[src/rtl/rv32imf_stream_fifo.sv]
// Valid/ready stream FIFO for prefetch, load/store and FPU-result buffering.
// Supports any depth, optional fall-through and push-through-when-full.
module rv32imf_stream_fifo #(
  parameter int unsigned DATA_WIDTH     = 32,
  parameter int unsigned DEPTH          = 8,
  parameter bit          FALL_THROUGH   = 1'b0,
  parameter bit          PASS_WHEN_FULL = 1'b0,
  parameter int unsigned AF_THRESH      = DEPTH - 1,
  parameter int unsigned AE_THRESH      = 1,
  localparam int unsigned CNT_W         = $clog2(DEPTH + 1)
) (
  input  logic                  clk_i,
  input  logic                  rst_ni,
  input  logic                  flush_i,
  input  logic                  flush_but_first_i,
  input  logic                  clr_stats_i,
  input  logic                  in_valid_i,
  output logic                  in_ready_o,
  input  logic [DATA_WIDTH-1:0] in_data_i,
  output logic                  out_valid_o,
  input  logic                  out_ready_i,
  output logic [DATA_WIDTH-1:0] out_data_o,
  output logic [CNT_W-1:0]      cnt_o,
  output logic                  almost_full_o,
  output logic                  almost_empty_o,
  output logic [CNT_W-1:0]      max_cnt_o
);

  localparam int unsigned PTR_W = (DEPTH > 1) ? $clog2(DEPTH) : 1;

  logic [DATA_WIDTH-1:0] mem_q [DEPTH];
  logic [PTR_W-1:0]      rd_q, rd_d;
  logic [PTR_W-1:0]      wr_q, wr_d;
  logic [CNT_W-1:0]      cnt_q, cnt_d;
  logic [CNT_W-1:0]      max_q, max_d;
  logic                  empty;
  logic                  push, pop;
  logic                  bypass;
  logic                  we;

  // Explicit wrap so non-power-of-two depths work.
  function automatic logic [PTR_W-1:0] inc(input logic [PTR_W-1:0] p);
    return (32'(p) == DEPTH - 1) ? '0 : p + PTR_W'(1);
  endfunction

  assign empty  = (cnt_q == '0);

  // out_ready_i reaches in_ready_o combinationally when PASS_WHEN_FULL=1.
  assign in_ready_o  = (32'(cnt_q) < DEPTH)
                     | (PASS_WHEN_FULL & out_ready_i);
  assign out_valid_o = !empty | (FALL_THROUGH & in_valid_i);
  assign out_data_o  = (FALL_THROUGH && empty) ? in_data_i
                                               : mem_q[rd_q];

  assign push   = in_valid_i & in_ready_o;
  assign pop    = out_valid_o & out_ready_i;
  assign bypass = FALL_THROUGH & empty & push & pop;
  assign we     = push & !bypass & !flush_i & !flush_but_first_i;

  assign cnt_o          = cnt_q;
  assign max_cnt_o      = max_q;
  assign almost_full_o  = (32'(cnt_q) >= AF_THRESH);
  assign almost_empty_o = (32'(cnt_q) <= AE_THRESH);

  always_comb begin
    rd_d  = rd_q;
    wr_d  = wr_q;
    cnt_d = cnt_q;
    if (flush_i) begin
      rd_d  = '0;
      wr_d  = '0;
      cnt_d = '0;
    end else if (flush_but_first_i) begin
      if (!empty) begin
        wr_d  = inc(rd_q);
        cnt_d = CNT_W'(1);
      end else begin
        rd_d  = '0;
        wr_d  = '0;
        cnt_d = '0;
      end
    end else if (!bypass) begin
      if (push) wr_d = inc(wr_q);
      if (pop)  rd_d = inc(rd_q);
      cnt_d = cnt_q + CNT_W'(push) - CNT_W'(pop);
    end
  end

  always_comb begin
    max_d = max_q;
    if (clr_stats_i)        max_d = cnt_q;
    else if (cnt_q > max_q) max_d = cnt_q;
  end

  always_ff @(posedge clk_i or negedge rst_ni) begin
    if (!rst_ni) begin
      rd_q  <= '0;
      wr_q  <= '0;
      cnt_q <= '0;
      max_q <= '0;
      for (int i = 0; i < int'(DEPTH); i++) mem_q[i] <= '0;
    end else begin
      rd_q  <= rd_d;
      wr_q  <= wr_d;
      cnt_q <= cnt_d;
      max_q <= max_d;
      if (we) mem_q[wr_q] <= in_data_i;
    end
  end

endmodule

[config.mk]
export PLATFORM = sky130hd
export DESIGN_NAME = rv32imf_stream_fifo
export DESIGN_NICKNAME = d
export VERILOG_FILES = /design/src/rtl/rv32imf_stream_fifo.sv
export SDC_FILE = /design/constraint.sdc
export NUM_CORES = 1
export LEC_CHECK = 0
export ABC_AREA = 0
export CAP_MARGIN = 30
export CORE_UTILIZATION = 40
export DETAILED_ROUTE_END_ITERATION = 6
export GPL_TIMING_DRIVEN = 0
export SKIP_LAST_GASP = 1
export SYNTH_ARGS = -nofsm -noshare
export SYNTH_HDL_FRONTEND = slang
export SYNTH_SLANG_ARGS = --single-unit
[constraint.sdc]
create_clock -name clk_i -period 3.18 [get_ports clk_i]
set_clock_uncertainty 0.1 [all_clocks]
set_input_delay 0.318 -clock clk_i [delete_from_list [all_inputs] [get_ports clk_i]]
set_output_delay 0.318 -clock clk_i [all_outputs]
set_load 0.02 [all_outputs]
==> qor_table.md <==
| Group | Parameter | Value |
|---|---|---|
| layout | Share of final-layout standard cells stronger than drive strength 1 | 48.9% |
| setup path | Kind of capture point of the worst setup path | output port |
| layout | Area occupied by multi-input gates | 5530 um2 |
| floorplan | Initial standard-cell utilization of the core | 40.9% |
| power and ir drop | Share of total power in the clock network | 28.6% |
| status | Outcome | finished with violations |
| layout | Area growth syn-to-layout | 20.4% |
| place | Total half-perimeter wirelength after legalization and detailed placement | 16900 um |
| sta | Final Hold Fails | 0 |
| sta | RSZ-0062 raised after global routing | yes |
| routing | Count of vias placed by the detailed router | 7039 |
| floorplan | FP Rows | 64 |
| clock network | Clk Latency, worst-skew pair | 0.55 ns |
| yosys | Sequential share of the synthesized area | 53.7% |
| sta | Worst Hold Slack | 0.209 ns |
| setup path | Worst Path Class, Setup | reg2out |
| layout | Summed area of non-filler cells in the final layout | 15100 um2 |
| yosys | Number of synthesized register bits | 270 |
| power and ir drop | Portion of total power attributed to sequential cells | 40.1% |
| routing | Post-route DRC | 12 |
| power and ir drop | Share of total power in combinational logic | 31.3% |
| global route | Antenna violations before repair | 1 |
| power and ir drop | Leakage power figure | 0.00700 uW |
| routing | Iteration count of the initial detailed-routing pass | 7 |
| floorplan | Ports | 83 |
| sta | Maximum achievable frequency | 322 MHz |
| clock network | Clk buf depth | 3 |
| worst hold path | Path category of the worst min-delay check | in2async |
| yosys | Mapped Cells | 783 |
| routing | Total Wirelength | 27300 um |
| setup path | Critical path startpoint category | flop |
| yosys | Number of synthesis warnings | 0 |
| sta | Final worst path period share | 97.8% |
| global route | First-pass GRT wire length | 43800 um |
| place | # port buffers | 81 |
| place | Setup slack after placement | -0.192 ns |
| global route | Total track usage | 17.9% |
| clock network | CTS tree | done |
| clock network | CTS Root Buffer Type | sky130_fd_sc_hd__clkbuf_16 |
| run | Total of max-cap violations | 0 |
| place | Final GP Congestion | 0.758 |
| sta | Number of failing setup endpoints in the final timing report | 0 |
| clock network | Worst-path clk slew | 0.06 ns |
| yosys | Netlist cell types | 42 |
| global route | Grt ovf | 0 |
| power and ir drop | Proportion of total power due to net switching | 27.6% |
| global route | Maximum number of pins on one net before global-route repair | 112 |
| layout | Utilization of the core after routing | 49.2% |
| yosys | Post-synthesis instance area | 12600 um2 |
| routing | Routed length per instance | 20.7 um |
| sta | Final period demand of the worst path | 3.11 ns |
| routing | Per-cell via count in the routed design | 5.33 |
| floorplan | Core outline area | 30700 um2 |
| clock network | Number of buffers created by CTS | 30 |
| yosys | Net Count, Synth | 838 |
| setup path | Top fanout value on the critical path | 5 |
| power and ir drop | Total internal power | 9100 uW |
| global route | Vias in the first global route | 7587 |
| floorplan | Area of the die | 32200 um2 |
| routing | Initial DRC count | 373 |
| sta | Worst Setup Slack, final | 0.0708 ns |
| clock network | Clock sink count | 270 |
| power and ir drop | Switch Pwr | 3470 uW |
| sta | Slew Viols, Final | 0 |
| power and ir drop | Peak supply drop | 0.450 mV |
| power and ir drop | PwrDens | 830 nW/um2 |
| floorplan | Floorplan die width | 179 um |
| setup path | CP arrival | 2.69 ns |
| routing | Remaining number of nets flagged by the antenna check after routing | 0 |
| layout | Fill cell count | 2717 |
| status | Violated checks | design-rule violations |
| sta | Transition time at the pin with the least slew margin | 0.585 ns |
| sta | Headroom to the max-slew limit | 61.0% |
| clock network | Total number of H-tree levels | 1 |
| place | Cell area after placement | 13900 um2 |
| yosys | Mean instance size in the synthesized netlist | 16.1 um2 |
| floorplan | Vertical die dimension | 179 um |
| layout | Area taken by flip-flops and latches | 6760 um2 |
| layout | Layout Nets | 956 |
| setup path | Crit path required time | 2.76 ns |
[layer usage]
layer	wire length, um	GRT usage [%]	part of all wire [%]
met1	12900	25.8	47
met5	0	0	0
met4	478	3.82	1.8
met2	13000	29.0	48
met3	911	2.34	3.3
[worst max-delay path, stage by stage, from the launching register on]
cell,delay (ns)
sky130_fd_sc_hd__dfrtp_2,0.42
sky130_fd_sc_hd__buf_6,0.16
sky130_fd_sc_hd__buf_4,0.18
sky130_fd_sc_hd__mux4_2,0.50
sky130_fd_sc_hd__mux2_2,0.32
sky130_fd_sc_hd__clkdlybuf4s50_1,0.56
[cell families (layout without fill, tap and decap cells)]
kind of cell / count (synthesis) / count (layout) / synth area share, %
compound gates: 31 / 31 / 1.81
xor+xnor: 2 / 2 / 0.139
fa+ha+maj: 16 / 16 / 1.65
buf+inv: 59 / 200 / 2.33
flops: 270 / 270 / 53.7
mux: 352 / 352 / 38.1
other cells: 0 / 1 / 0
simple gates: 53 / 53 / 2.24
[final cells by class]
cell class / count / area share (%)
clock inverters: 9 / 0.868
plain buffers: 45 / 2.05
repair buffers: 87 / 6.23
multi-input cells: 454 / 36.5
diodes: 1 / 0.0165
clock buffers: 46 / 6.08
well taps: 396 / 3.27
flip-flops and latches: 270 / 44.6
inverters: 13 / 0.322
[through the flow]
stage	total power [uW]	cells	TNS (ns)
floorplan	7730	783	0
global placement	8990	1260	-2837.31
detailed placement	9060	1262	-1.91
CTS	12800	1320	0
global route	13300	1320	-0.0971
finish	12600	1321	0
[flip-flops by register name, summed over array words and instances, names as in the netlist]
register and count:
max_cnt_o 4, wr_q 3, cnt_o 4, mem_q 256
rd_q 3
[placed cells by master (no fill, tap or decap), drive strengths merged]
cell type      synthesis  routed
o211ai                 1       1
fa                     1       1
nand3                  3       3
mux4                  64      64
nand2                 13      13
or3                    1       1
nor2b                  5       5
xnor2                  2       2
o31ai                  3       3
clkinv                 0       6
a41oi                  1       1
bufinv                 0       3
nor3                   3       3
ha                    15      15
dfrtp                270     270
a32o                   3       3
a22oi                  1       1
clkdlybuf4s50          0      65
a21o                   2       2
a32oi                  4       4
or3b                   1       1
diode                  0       1
inv                   13      13
and2                   1       1
clkbuf                10      53
nand2b                 4       4
mux2                 288     288
a31oi                  4       4
o21ai                  3       3
nand3b                 1       1
nor2                  18      18
dlymetal6s2s           0      15
o211a                  1       1
a21oi                  5       5
buf                   36      43
nand4                  1       1
dlygate4sd3            0       2
a22o                   3       3
nor3b                  2       2
[timing repair]
action | 4_1_cts | 5_1_grt
resized for setup | 27 | 18
hold buffers | 2 | 0
endpoints found under the setup margin | 32 | 21
setup buffers | 2 | 0
hold endpoints to repair | 57 | 0
[cells in the mapped netlist (all sizes together)]
cell type	n	area, um2
nor2b	5	33.8
nor3b	2	15.0
o31ai	3	22.5
a21oi	5	25.0
nand4	1	6.26
ha	15	188
xnor2	2	17.5
a31oi	4	25.0
o21ai	3	15.0
nor2	18	83.8
buf	36	206
fa	1	20.0
mux4	64	1440
and2	1	6.26
nand3	3	20.0
a41oi	1	8.76
a22oi	1	7.51
a32oi	4	35.0
nand2	13	48.8
clkbuf	10	37.5
or3	1	6.26
dfrtp	270	6760
nand3b	1	7.51
o211a	1	10.0
a22o	3	26.3
or3b	1	8.76
o211ai	1	7.51
nor3	3	20.0
nand2b	4	25.0
a21o	2	15.0
mux2	288	3360
inv	13	48.8
a32o	3	30.0
[final timing paths]
| path | depth (start not counted) | to | startpoint | slack (ns) |
|---|---|---|---|---|
| worst min register to register | 1 | mem_q[191]$_DFFE_PN0P_ | mem_q[191]$_DFFE_PN0P_ | 0.39 |
| worst max register to register | 10 | cnt_o[2]$_DFF_PN0_ | cnt_o[3]$_DFF_PN0_ | 0.33 |
| max in group asynchronous | 3 | mem_q[144]$_DFFE_PN0P_ | rst_ni | 1.85 |
| min in group clk_i | 1 | mem_q[191]$_DFFE_PN0P_ | mem_q[191]$_DFFE_PN0P_ | 0.39 |
| worst min-delay path | 2 | mem_q[98]$_DFFE_PN0P_ | rst_ni | 0.21 |
| worst max-delay path | 5 | out_data_o[31] | rd_q[0]$_DFFE_PN0P_ | 0.07 |
[power by group through the flow]
stage | registers [uW] | logic, uW | clock network (uW)
2_1_floorplan | 4930 | 2790 | 0
3_3_place_gp | 5080 | 3910 | 0
3_5_place_dp | 5080 | 3980 | 0
4_1_cts | 5040 | 4030 | 3690
5_1_grt | 5180 | 4280 | 3850
6_report | 5030 | 3930 | 3590
Note: power is estimated with default switching activity, not from simulation.
